[src/rtl/opcode_encode.sv]
// rtl/opcode_encode.sv - 6502-style instruction encoder emitting opcode/operand bytes
//
// Purpose: accepts one instruction request (operation group aaa, column group
// cc, addressing mode, operand), validates the combination, builds the opcode
// {aaa,bbb,cc} and emits 1..3 bytes on a valid/ready byte stream, each tagged
// with the running emission address pc.
//
// Ports:
//   clk, rst          clock, asynchronous active-high reset
//   in_valid/in_ready request handshake (ready only in IDLE with pc_load low)
//   aaa, cc, mode     opcode groups and addressing mode
//   operand           immediate/address; absolute branch target for REL
//   pc_load, pc_in    load the emission address counter while idle
//   out_valid/ready   byte stream handshake
//   out_data          emitted byte
//   out_addr          address of the emitted byte (current pc)
//   out_last          marks the final byte of an instruction
//   err               one-cycle pulse after a rejected request
module opcode_encode (
  input  logic        clk,
  input  logic        rst,
  input  logic        in_valid,
  output logic        in_ready,
  input  logic [2:0]  aaa,
  input  logic [1:0]  cc,
  input  logic [3:0]  mode,
  input  logic [15:0] operand,
  input  logic        pc_load,
  input  logic [15:0] pc_in,
  output logic        out_valid,
  input  logic        out_ready,
  output logic [7:0]  out_data,
  output logic [15:0] out_addr,
  output logic        out_last,
  output logic        err
);

  localparam logic [3:0] M_IMP0 = 4'd0,  M_IMP2 = 4'd1,  M_ACC  = 4'd2,
                         M_IMP6 = 4'd3,  M_IMM  = 4'd4,  M_ZPG  = 4'd5,
                         M_ZPX  = 4'd6,  M_ZPY  = 4'd7,  M_ABS  = 4'd8,
                         M_ABX  = 4'd9,  M_ABY  = 4'd10, M_XIND = 4'd11,
                         M_INDY = 4'd12, M_IND  = 4'd13, M_REL  = 4'd14;

  typedef enum logic [1:0] {S_IDLE, S_OP, S_LO, S_HI} state_t;

  state_t      state, state_nxt;
  logic [15:0] pc;
  logic [7:0]  op_reg, lo_reg, hi_reg;
  logic [1:0]  len_reg;

  logic [2:0]  bbb;
  logic [1:0]  len;
  logic        illegal;
  logic [15:0] rel_diff;
  logic        rel_ok;
  logic        x_or_y_load;
  logic        accept, handshake;

  // Branch offset is relative to the address after the 2-byte branch.
  assign rel_diff = operand - (pc + 16'd2);
  // Fits in a signed byte only if bits [15:7] are all equal.
  assign rel_ok   = (rel_diff[15:7] == 9'h000) || (rel_diff[15:7] == 9'h1FF);
  // cc=10 with an index-Y mode is only meaningful for the LDX/STX groups.
  assign x_or_y_load = (aaa == 3'b100) || (aaa == 3'b101);

  assign accept    = in_valid && in_ready;
  assign handshake = out_valid && out_ready;

  // Mode decode: bbb field, instruction length and legality.
  always_comb begin
    bbb     = 3'b000;
    len     = 2'd1;
    illegal = 1'b0;
    case (mode)
      M_IMP0: begin bbb = 3'b000; len = 2'd1; end
      M_IMP2: begin bbb = 3'b010; len = 2'd1; end
      M_ACC:  begin bbb = 3'b010; len = 2'd1; illegal = (cc != 2'b10); end
      M_IMP6: begin bbb = 3'b110; len = 2'd1; end
      M_IMM:  begin bbb = (cc == 2'b01) ? 3'b010 : 3'b000; len = 2'd2; end
      M_ZPG:  begin bbb = 3'b001; len = 2'd2; end
      M_ZPX:  begin bbb = 3'b101; len = 2'd2; end
      M_ZPY:  begin bbb = 3'b101; len = 2'd2; illegal = (cc != 2'b10) || !x_or_y_load; end
      M_ABS:  begin bbb = 3'b011; len = 2'd3; end
      M_ABX:  begin bbb = 3'b111; len = 2'd3; end
      M_ABY:  begin
        bbb     = (cc == 2'b01) ? 3'b110 : 3'b111;
        len     = 2'd3;
        illegal = (cc == 2'b10) && !x_or_y_load;
      end
      M_XIND: begin bbb = 3'b000; len = 2'd2; illegal = (cc != 2'b01); end
      M_INDY: begin bbb = 3'b100; len = 2'd2; illegal = (cc != 2'b01); end
      M_IND:  begin bbb = 3'b011; len = 2'd3; illegal = !((aaa == 3'b011) && (cc == 2'b00)); end
      M_REL:  begin bbb = 3'b100; len = 2'd2; illegal = (cc != 2'b00) || !rel_ok; end
      default: illegal = 1'b1;
    endcase
    if (cc == 2'b11) illegal = 1'b1;
  end

  // State register.
  always_ff @(posedge clk or posedge rst) begin
    if (rst) state <= S_IDLE;
    else     state <= state_nxt;
  end

  // Next-state logic.
  always_comb begin
    state_nxt = state;
    case (state)
      S_IDLE: if (accept && !illegal) state_nxt = S_OP;
      S_OP:   if (handshake) state_nxt = (len_reg == 2'd1) ? S_IDLE : S_LO;
      S_LO:   if (handshake) state_nxt = (len_reg == 2'd2) ? S_IDLE : S_HI;
      S_HI:   if (handshake) state_nxt = S_IDLE;
      default: state_nxt = S_IDLE;
    endcase
  end

  // Outputs.
  always_comb begin
    in_ready  = (state == S_IDLE) && !pc_load;
    out_valid = 1'b0;
    out_data  = 8'h00;
    out_last  = 1'b0;
    case (state)
      S_OP: begin out_valid = 1'b1; out_data = op_reg; out_last = (len_reg == 2'd1); end
      S_LO: begin out_valid = 1'b1; out_data = lo_reg; out_last = (len_reg == 2'd2); end
      S_HI: begin out_valid = 1'b1; out_data = hi_reg; out_last = 1'b1; end
      default: ;
    endcase
  end

  assign out_addr = pc;

  // Datapath: latched instruction, emission address and error pulse.
  always_ff @(posedge clk or posedge rst) begin
    if (rst) begin
      pc      <= 16'h0000;
      op_reg  <= 8'h00;
      lo_reg  <= 8'h00;
      hi_reg  <= 8'h00;
      len_reg <= 2'd1;
      err     <= 1'b0;
    end else begin
      err <= accept && illegal;
      if (accept && !illegal) begin
        op_reg  <= {aaa, bbb, cc};
        lo_reg  <= (mode == M_REL) ? rel_diff[7:0] : operand[7:0];
        hi_reg  <= operand[15:8];
        len_reg <= len;
      end
      if ((state == S_IDLE) && pc_load) pc <= pc_in;
      else if (handshake)               pc <= pc + 16'd1;
    end
  end

endmodule
[config.mk]
export PLATFORM = sky130hd
export DESIGN_NAME = opcode_encode
export DESIGN_NICKNAME = d
export VERILOG_FILES = /design/src/rtl/opcode_encode.sv
export SDC_FILE = /design/constraint.sdc
export NUM_CORES = 1
export LEC_CHECK = 0
export CAP_MARGIN = 20
export CORE_MARGIN = 2
export CORE_UTILIZATION = 56
export CTS_CLUSTER_SIZE = 28
export DETAILED_ROUTE_END_ITERATION = 8
export PLACE_DENSITY = 0.91
export SYNTH_ARGS = -nofsm -noshare
export SYNTH_HDL_FRONTEND = slang
export SYNTH_SLANG_ARGS = --single-unit
[constraint.sdc]
create_clock -name clk -period 6 [get_ports clk]
set_input_delay 1.2 -clock clk [delete_from_list [all_inputs] [get_ports clk]]
set_output_delay 1.2 -clock clk [all_outputs]
set_load 0.01 [all_outputs]
Yosys cells after proc, flatten, opt, wreduce, memory -nomap -nowiden --
Cells that the tools add are included.
Operators by class: equal/unequal tests 32, reductions and logical operators 33, muxes and demuxes 19, add/subtract/negate cells 3
Operator list (number):
- 16-bit 2-to-1 mux | 2
- 4-bit == test (second input constant) | 7
- 3-bit one-hot mux with 9 select lines | 1
- 8-bit one-hot mux with 3 select lines | 1
- 16-bit by 1-bit adder with 16-bit output (second input constant) | 1
- 16-bit by 2-bit adder with 16-bit output (second input constant) | 1
- 4-bit by 3-bit == test with 1-bit output (second input constant) | 4
- 16-bit subtractor | 1
- 2-bit 2-to-1 mux | 7
- 2-bit == test (second input constant) | 5
- 2-bit inequality test (second input constant) | 5
- 2-bit OR reduction | 5
- 9-bit == test (second input constant) | 1
- 9-bit logical NOT | 1
- 4-bit by 2-bit == test with 1-bit output (second input constant) | 2
- 1-bit logical AND | 8
- 8-bit 2-to-1 mux | 1
- 2-bit one-hot mux with 4 select lines | 1
- 8-bit OR reduction | 1
- 1-bit one-hot mux with 7 select lines | 1
- 7-bit OR reduction | 1
- 2-bit by 1-bit == test with 1-bit output (second input constant) | 3
- 3-bit == test (second input constant) | 2
- 1-bit logical NOT | 5
- other kinds (13) | 20
Word-level totals: register bits after elaboration 45

Logic depth before layout (Yosys ltp) --
Gate-level depths: netlist (run 1).
word-level depth 12, mapped depth 15, gate-level depth less buffers 14

Least setup slack after synthesis (run 1) --
OpenSTA, ideal clock, no wires.
path type input-to-reg, start input port operand[1], end register hi_reg[0], slack 1757 ps, stages 15, data required time 5875 ps, data arrival time 4118 ps, buffers on the path 1, cells stage by stage inv_1 ha_1 inv_1 ha_1 inv_1 fa_1 nand2b_1 a21oi_2 o21ai_0 or4_1 nand3_2 nor4_4 o21ai_4 buf_6 mux2_4
On the way: word-level cells in the longest chain between the ends 9
Ends and longest elaborated chain:
- start, declared | line 27 | input logic [15:0] operand,
- 16-bit subtractor * | line 60 | assign rel_diff = operand - (pc + 16'd2);
- 9-bit == test / 9-bit logical NOT (equally long branches) | line 62 | assign rel_ok = (rel_diff[15:7] == 9'h000) || (rel_diff[15:7] == 9'h1FF);
- 1-bit logical OR * | line 62
- 1-bit logical NOT * | line 93 | M_REL: begin bbb = 3'b100; len = 2'd2; illegal = (cc != 2'b00) || !rel_ok; end
- 1-bit logical OR * | line 93
- 1-bit one-hot mux with 7 select lines * | line 74 | case (mode)
- 1-bit 2-to-1 mux * | line 96 | if (cc == 2'b11) illegal = 1'b1;
- 1-bit logical NOT * | line 144 | if (accept && !illegal) begin
- 1-bit logical AND * | line 144
- end signal, assigned | line 147 | hi_reg <= operand[15:8];
- end, declared | line 48 | logic [7:0] op_reg, lo_reg, hi_reg;
Every way passes the cells marked *; elsewhere a longest branch is shown, timed or not. A chain may end at the register's enable or synchronous reset.

Worst setup path after layout (run 1) --
start input port operand[1], end register hi_reg[4]
The elaborated chain is that of the path after synthesis.

==> flow_summary.ini, run 1 <==
[status]
outcome = complete, but fails checks
violations = DRC

[timing]
finalHoldViolations = 0
fin_crit_sh = 0.798
relSlewSlack = 0.499
setup_viol = 0
timing.fmax_ghz = 0.209
setup_tns_ps = 0
rsz0062_at_grt = false
worst_pin_slew_ps = 751
maxSlewViolCount = 0
period_minus_slack_ps = 4790
finalClockSkew_ps = 8.24

[clock_network]
postCtsSetupRepairBufs = 0
cts.clk_slew.worst_paths_ps = 90
hold_buffers = 0
cts.sink_count = 45
cts_buffers = 5
cts_buffer_depth = 2
cts_tree = done
cts_resized = 0
htreeDepth = 2
clk-insertion-delay-late_ps = 310
cts.root.buffer_cell = clkbuf_8

[worst_setup_path]
crit_type = input pin to flip-flop
crit_chain = clkdlybuf4s50_1 > inv_1 > ha_1 > inv_1 > ha_1 > inv_1 > fa_1 > nand2b_1 > a21oi_2 > o21ai_0 > or4_1 > nand3_2 > nor4_4 > o21ai_4 > buf_4 > mux2_2
critPathMaxFanout = 27
crit_arrival_ps = 4980
cp_slowest_cell = clkdlybuf4s50_1
r2r.worst_path.cells = 14
critical_path.endpoint_type = flip-flop
cpMostUsedCell = inv_1
slowest_delay_ps = 450
cp.required_ps = 6190
setup.worst_path.start_class = input pin

[global_route]
grt_use_met3 = 0.0385
grt_overflow_total = 0
grt_antenna_before_repair = 0
grt_first_pass_wirelength_mm = 15.8
grt_use_total = 0.270
busiest_layer = met2
grt_pass1_vias = 3350
grt.met1_usage = 0.353
grt_max_degree = 46
grt_use_met2 = 0.467

[detailed_routing]
drc_errors = 6
firstDrtPassIters = 9
avgRoutedWirePerCell_um = 17.6
drtIter0Drc = 249
wl_mm = 9.89
vias_per_cell = 6.06
dr_total_vias = 3404
ant_nets = 0

[floorplan]
fp-row-count = 29
dieArea_um2 = 7370
core-area_um2 = 6420
start_util = 0.584
ios = 74
dieWidth_um = 85.8
die_h_um = 85.8

[yosys]
syn_area_um2 = 3750
synth-seq-area-share = 0.301
syn_inst = 420
synth_edf_count = 0
synthFlopType = dfrtp_1
ys_ff_latch = 45
yosys_warnings = 0
yosysUniqueCellTypes = 62
synth_area_per_cell_um2 = 8.93
syn_nets = 497
synthArstFlopShare = 1.00

[layout]
syn_to_final_growth_pct = 22.6
drive_above_1_share = 0.113
largest_reg_flops = 16
diodes = 0
finalNetCount = 561

[run]
drv_cap = 0

[min_path]
hold_depth = 1
hold_path.class = flip-flop to flip-flop

[pwr]
finalPower_mw = 2.39
power_density_nw_per_um2 = 519
total_leakage_power_nw = 2.10
ir_worst_vdd_mv = 0.338

[placed_design]
port_buffers = 73
place_congestion = 0.867
hpwlAfterDp_mm = 7.62
-- worst paths after layout --
check	start	to	slack [ps]
max	operand[1]	hi_reg[4]	1210
min	hi_reg[3]	hi_reg[3]	510
max reg2reg	out_addr[1]	hi_reg[4]	2100
min reg2reg	hi_reg[3]	hi_reg[3]	510
max in group asynchronous	rst	out_addr[10]	4280
min in group asynchronous	rst	op_reg[1]	1330
-- critical path: cells and delay by family --
| kind | cells | cell delay, ps |
|---|---|---|
| mux | 1 | 390 |
| compound gates | 3 | 680 |
| fa+ha+maj | 3 | 850 |
| buf+inv | 5 | 1020 |
| simple gates | 4 | 830 |
-- logic make-up (layout without fill, tap and decap cells) --
| kind of cell | count (synthesis) | after routing | synth area share |
|---|---|---|---|
| AND/OR/NAND/NOR | 118 | 118 | 0.160 |
| AO/OA/AOI/OAI | 103 | 103 | 0.192 |
| buffers and inverters | 69 | 134 | 0.0734 |
| flip-flops | 45 | 45 | 0.301 |
| multiplexers | 36 | 36 | 0.125 |
| adder cells (fa/ha/maj) | 31 | 31 | 0.105 |
| XOR/XNOR | 18 | 18 | 0.0440 |
-- cells in the mapped netlist, types with 4 or more instances --
master | instances | area (um2)
and2_1 | 4 | 25.0
dfrtp_1 | 44 | 1100
clkbuf_1 | 14 | 52.6
a21o_1 | 5 | 37.5
a22o_1 | 8 | 70.1
ha_1 | 30 | 375
nor2_1 | 20 | 75.1
xnor2_1 | 4 | 35.0
nand3_1 | 12 | 60.1
o21ai_0 | 29 | 145
mux2_2 | 15 | 169
xor2_1 | 13 | 114
mux2_4 | 18 | 270
inv_1 | 51 | 191
o211ai_1 | 7 | 52.6
nor3_1 | 11 | 55.1
nand2b_1 | 6 | 37.5
o21a_1 | 4 | 30.0
and3_1 | 6 | 37.5
nand2_1 | 35 | 131
a21oi_1 | 19 | 95.1
nand4_1 | 7 | 43.8
-- power by group --
part / switching [mW] / total (mW) / internal, mW
clock: 0.114 / 0.196 / 0.0828
sequential: 0.185 / 0.636 / 0.451
combinational: 0.795 / 1.56 / 0.760
-- metal layers --
layer  vias to the layer above  part of all wire
li1                       1625                 -
met1                      1587              0.42
met2                       163              0.49
met3                        29             0.067
met4                         0             0.024
met5                         -                 0
-- through the flow --
| step | worst slack, ps | hold WS [ps] | std cells | util | area [um2] |
|---|---|---|---|---|---|
| floorplan | 1760 | 474 | 420 | - | 3750 |
| global placement | 996 | 484 | 554 | 0.702 | 4510 |
| detailed placement | 930 | 487 | 554 | 0.702 | 4510 |
| CTS | 1220 | 510 | 562 | 0.716 | 4600 |
| global route | 991 | 525 | 562 | 0.716 | 4600 |
| finish | 1210 | 511 | 562 | 0.716 | 4600 |
-- cell type report --
class                   count  area (um2)
multi-input cells         306        2350
fillers                   490        1820
flip-flops and latches     45        1130
repair buffers             75         746
inverters                  51         191
well taps                  77        96.3
clock buffers               5        68.8
clock inverters             3        21.3
-- cell usage in the layout, fill, tap and decap left out, types with 11 or more instances in the layout --
cell type	n
xor2_1	13
mux2_2	15
dfrtp_1	44
nand2_1	35
a21oi_1	19
nor3_1	11
mux2_4	18
clkdlybuf4s50_1	73
nand3_1	12
nor2_1	20
ha_1	30
inv_1	50
o21ai_0	29
No activity file was read; power rests on OpenSTA's default activity.
==> run 2, diff against run 1 <==
Settings changed: CORE_UTILIZATION 56 to 53, PLACE_DENSITY 0.91 to 0.87.
Clock period 6 ns to 4.5 ns, I/O delays scaled along.
==> flow_summary.ini, run 2 (same netlist as run 1, synthesis figures left out) <==
[status]
outcome = complete, no violations

[clock_network]
cts_tree = done
htreeDepth = 2
cts.root.buffer_cell = clkbuf_8
cts_buffers = 5
postCtsSetupRepairBufs = 0
cts_buffer_depth = 2
cts.sink_count = 45
cts_resized = 0
cts.clk_slew.worst_paths_ps = 90
hold_buffers = 0
clk-insertion-delay-late_ps = 300

[pwr]
power_density_nw_per_um2 = 682
total_leakage_power_nw = 2.14
ir_worst_vdd_mv = 0.328

[global_route]
grt_first_pass_wirelength_mm = 15.6
grt_antenna_before_repair = 0
grt_max_degree = 46
grt_overflow_total = 0
grt_pass1_vias = 3356
grt_use_total = 0.256

[floorplan]
ios = 74
start_util = 0.549
core-area_um2 = 6830
dieArea_um2 = 7770
fp-row-count = 30
die_h_um = 88.1
dieWidth_um = 88.1

[detailed_routing]
ant_nets = 0
vias_per_cell = 5.90
drc_errors = 0
dr_total_vias = 3472
avgRoutedWirePerCell_um = 16.4
drtIter0Drc = 231
firstDrtPassIters = 4
wl_mm = 9.62

[timing]
fin_crit_sh = 0.925
worst_pin_slew_ps = 766
setup_slack_ps = 339
finalHoldViolations = 0
rsz0062_at_grt = false
maxSlewViolCount = 0
period_minus_slack_ps = 4160
timing.fmax_ghz = 0.240
setup_viol = 0
relSlewSlack = 0.489
finalClockSkew_ps = 6.37
setup_tns_ps = 0

[worst_setup_path]
slowest_delay_ps = 450
crit_chain = clkdlybuf4s50_1 > inv_1 > ha_1 > inv_1 > ha_1 > inv_1 > fa_1 > nand2b_1 > a21oi_2 > o21ai_0 > or4_1 > nand3_2 > nor4_4 > o21ai_4 > buf_12 > mux2_2
cp_slowest_cell = clkdlybuf4s50_1
critPathMaxFanout = 17
critPathLaunch = operand[1]
cpMostUsedCell = inv_1
cp.required_ps = 4700
critical_path.endpoint_type = flip-flop
setup.worst_path.start_class = input pin
crit_arrival_ps = 4360
crit_type = input pin to flip-flop
r2r_start = out_addr[1]

[layout]
drive_above_1_share = 0.124
final_cell_mix = 73 x clkdlybuf4s50_1, 50 x inv_1, 44 x dfrtp_1
largest_reg_flops = 16
final_common_cell = clkdlybuf4s50_1
finalNetCount = 568
syn_to_final_growth_pct = 25.3
diodes = 0

[placed_design]
port_buffers = 73
hpwlAfterDp_mm = 7.55
place_congestion = 0.895
place_ws_ps = 33.1

[min_path]
hold_start = lo_reg[2]
hold_path.class = flip-flop to flip-flop

[run]
drv_cap = 0
run 2: power breakdown:
group	switching [mW]	total [mW]	internal (mW)
Clock	0.148	0.258	0.110
Sequential	0.238	0.840	0.602
Combinational	1.05	2.11	1.05
run 2: final timing paths:
kind | endpoint | slack [ps] | depth (start not counted)
setup / recovery | lo_reg[0] | 340 | 16
hold / removal | lo_reg[2] | 510 | 1
setup reg to reg | lo_reg[0] | 960 | 14
hold reg to reg | lo_reg[2] | 510 | 1
max in group asynchronous | out_addr[10] | 3070 | 3
min in group asynchronous | op_reg[0] | 1030 | 3
run 2: final cells by class:
type,instances,area (um2)
clock buffers,6,72.6
well taps,96,120
clock inverters,2,15.0
repair buffers,82,823
fillers,539,2130
flip-flops and latches,45,1130
multi-input cells,306,2350
inverters,51,191
run 2: critical path, delay by kind of cell:
| kind | cells | cell delay, ps |
|---|---|---|
| simple gates | 4 | 830 |
| buf+inv | 5 | 820 |
| fa+ha+maj | 3 | 820 |
| compound gates | 3 | 630 |
| mux | 1 | 350 |
run 2: stage by stage:
step | instances | area (um2) | power (mW) | util | hold WS [ps]
2_1_floorplan | 420 | 3750 | 2.22 | - | 474
3_3_place_gp | 580 | 4610 | 2.85 | 0.675 | 485
3_5_place_dp | 580 | 4610 | 2.92 | 0.675 | 494
4_1_cts | 588 | 4700 | 3.19 | 0.688 | 516
5_1_grt | 588 | 4700 | 3.46 | 0.688 | 536
6_report | 588 | 4700 | 3.20 | 0.688 | 514
run 2: per-layer routing:
layer	up-vias	part of all wire	GRT usage
met1	1647	0.44	0.335
met2	158	0.47	0.429
li1	1636	-	-
met4	0	0.032	0.101
met3	31	0.063	0.0377
met5	-	0	0
==> run 3, diff against run 2 <==
Settings changed: CORE_UTILIZATION 53 to 40, PLACE_DENSITY 0.87 to 0.69.
==> flow_summary.ini, run 3 (same netlist as run 1, synthesis figures left out) <==
[placed_design]
dp.cells = 591
port_buffers = 73
place_congestion = 0.935
place_ws_ps = -62.3
hpwlAfterDp_mm = 7.42

[pwr]
power_density_nw_per_um2 = 676
power_frac_seq = 0.266
total_leakage_power_nw = 2.12
switchingPower_mw = 1.42
ir_worst_vdd_mv = 0.281
p_clk_frac = 0.082
netSwitchingFraction = 0.450
pwr-share-comb = 0.651
p_int_mw = 1.74

[timing]
finalClockSkew_ps = 10.1
setup_tns_ps = 0
rsz0062_at_grt = false
setup_slack_ps = 264
relSlewSlack = 0.492
worst_pin_slew_ps = 762
period_minus_slack_ps = 4240
maxSlewViolCount = 0
finalHoldViolations = 0
timing.fmax_ghz = 0.236
setup_viol = 0
fin_crit_sh = 0.941

[detailed_routing]
drc_errors = 0
avgRoutedWirePerCell_um = 15.8
dr_total_vias = 3312
firstDrtPassIters = 4
wl_mm = 9.48
ant_nets = 0
drtIter0Drc = 175
vias_per_cell = 5.53

[run]
drv_cap = 0

[worst_setup_path]
critPathMaxFanout = 9
cpMostUsedCell = inv_1
cp.required_ps = 4690
crit_type = input pin to flip-flop
cp_slowest_cell = clkdlybuf4s50_1
cp_top_family = compound AO/OA/AOI/OAI gates
critical_path.endpoint_type = flip-flop
setup.worst_path.start_class = input pin
crit_arrival_ps = 4420
slowest_delay_ps = 450
cp_num_buf_inv = 5
crit_chain = clkdlybuf4s50_1 > inv_1 > ha_1 > inv_1 > ha_1 > inv_1 > fa_1 > nand2b_1 > a21oi_2 > o21ai_0 > a221oi_2 > nand3_2 > a41o_1 > o21ai_4 > buf_4 > mux2_2

[layout]
final_common_cell = clkdlybuf4s50_1
drive_above_1_share = 0.119
final_cell_mix = 73 x clkdlybuf4s50_1, 50 x inv_1, 44 x dfrtp_1
syn_to_final_growth_pct = 24.7
stdcell_count = 599
largest_reg_flops = 16
finalNetCount = 564
diodes = 0

[clock_network]
hold_buffers = 0
cts.sink_count = 45
cts_resized = 0
htreeDepth = 2
cts_buffer_depth = 2
cts.clk_slew.worst_paths_ps = 80
cts_buffers = 5
clk-insertion-delay-late_ps = 300
cts.root.buffer_cell = clkbuf_8
postCtsSetupRepairBufs = 0
cts_tree = done

[floorplan]
die_h_um = 101
dieArea_um2 = 10200
ios = 74
dieWidth_um = 101
start_util = 0.410
fp-row-count = 35
core-area_um2 = 9150

[global_route]
grt_max_degree = 46
grt_overflow_total = 0
grt_pass1_vias = 3257
grt_first_pass_wirelength_mm = 15.9
grt_use_total = 0.195
grt_antenna_before_repair = 0

[min_path]
hold_path.class = flip-flop to flip-flop

[status]
outcome = complete, no violations
run 3: changes by cell type in the layout (fill, tap and decap cells not counted), sizes merged:
cell | before | now
buf | 9 | 5
clkinvlp | 2 | 1
clkbuf | 6 | 5
inv | 50 | 51
clkinv | 1 | 2
run 3: path summary, 6_finish.rpt:
| check | slack [ps] | to | depth (start not counted) | from |
|---|---|---|---|---|
| setup / recovery | 260 | hi_reg[4] | 16 | operand[1] |
| hold / removal | 510 | hi_reg[5] | 1 | hi_reg[5] |
| setup reg to reg | 900 | hi_reg[4] | 14 | out_addr[1] |
| hold reg to reg | 510 | hi_reg[5] | 1 | hi_reg[5] |
| max in group asynchronous | 3060 | out_addr[14] | 3 | rst |
| min in group asynchronous | 1040 | len_reg[1] | 3 | rst |
run 3: cell type report:
type	instances	area [um2]
clock inverters	3	21.3
inverters	51	191
clock buffers	5	68.8
fillers	882	4480
multi-input cells	306	2350
repair buffers	78	781
well taps	111	139
flip-flops and latches	45	1130
run 3: power by group through the flow:
stage / registers, mW / logic (mW) / clock network (mW)
finish: 0.841 / 2.06 / 0.261
global route: 0.876 / 2.29 / 0.282
CTS: 0.840 / 2.05 / 0.269
detailed placement: 0.845 / 2.04 / 0
global placement: 0.839 / 1.99 / 0
floorplan: 0.781 / 1.43 / 0
run 3: routing by layer:
metal | up-vias | global-route usage | wire length [um]
li1 | 1632 | - | -
met1 | 1571 | 0.276 | 4520
met4 | 0 | 0.0548 | 74
met5 | - | 0 | 0
met3 | 7 | 0.0298 | 470
met2 | 102 | 0.311 | 4420
run 3: per-stage QoR:
stage                util  hold WS [ps]  total power [mW]  area (um2)
finish              0.511           509              3.16        4680
global route        0.511           532              3.44        4680
CTS                 0.511           515              3.16        4680
detailed placement  0.501           494              2.89        4590
global placement    0.501           485              2.83        4590
floorplan               -           474              2.22        3750
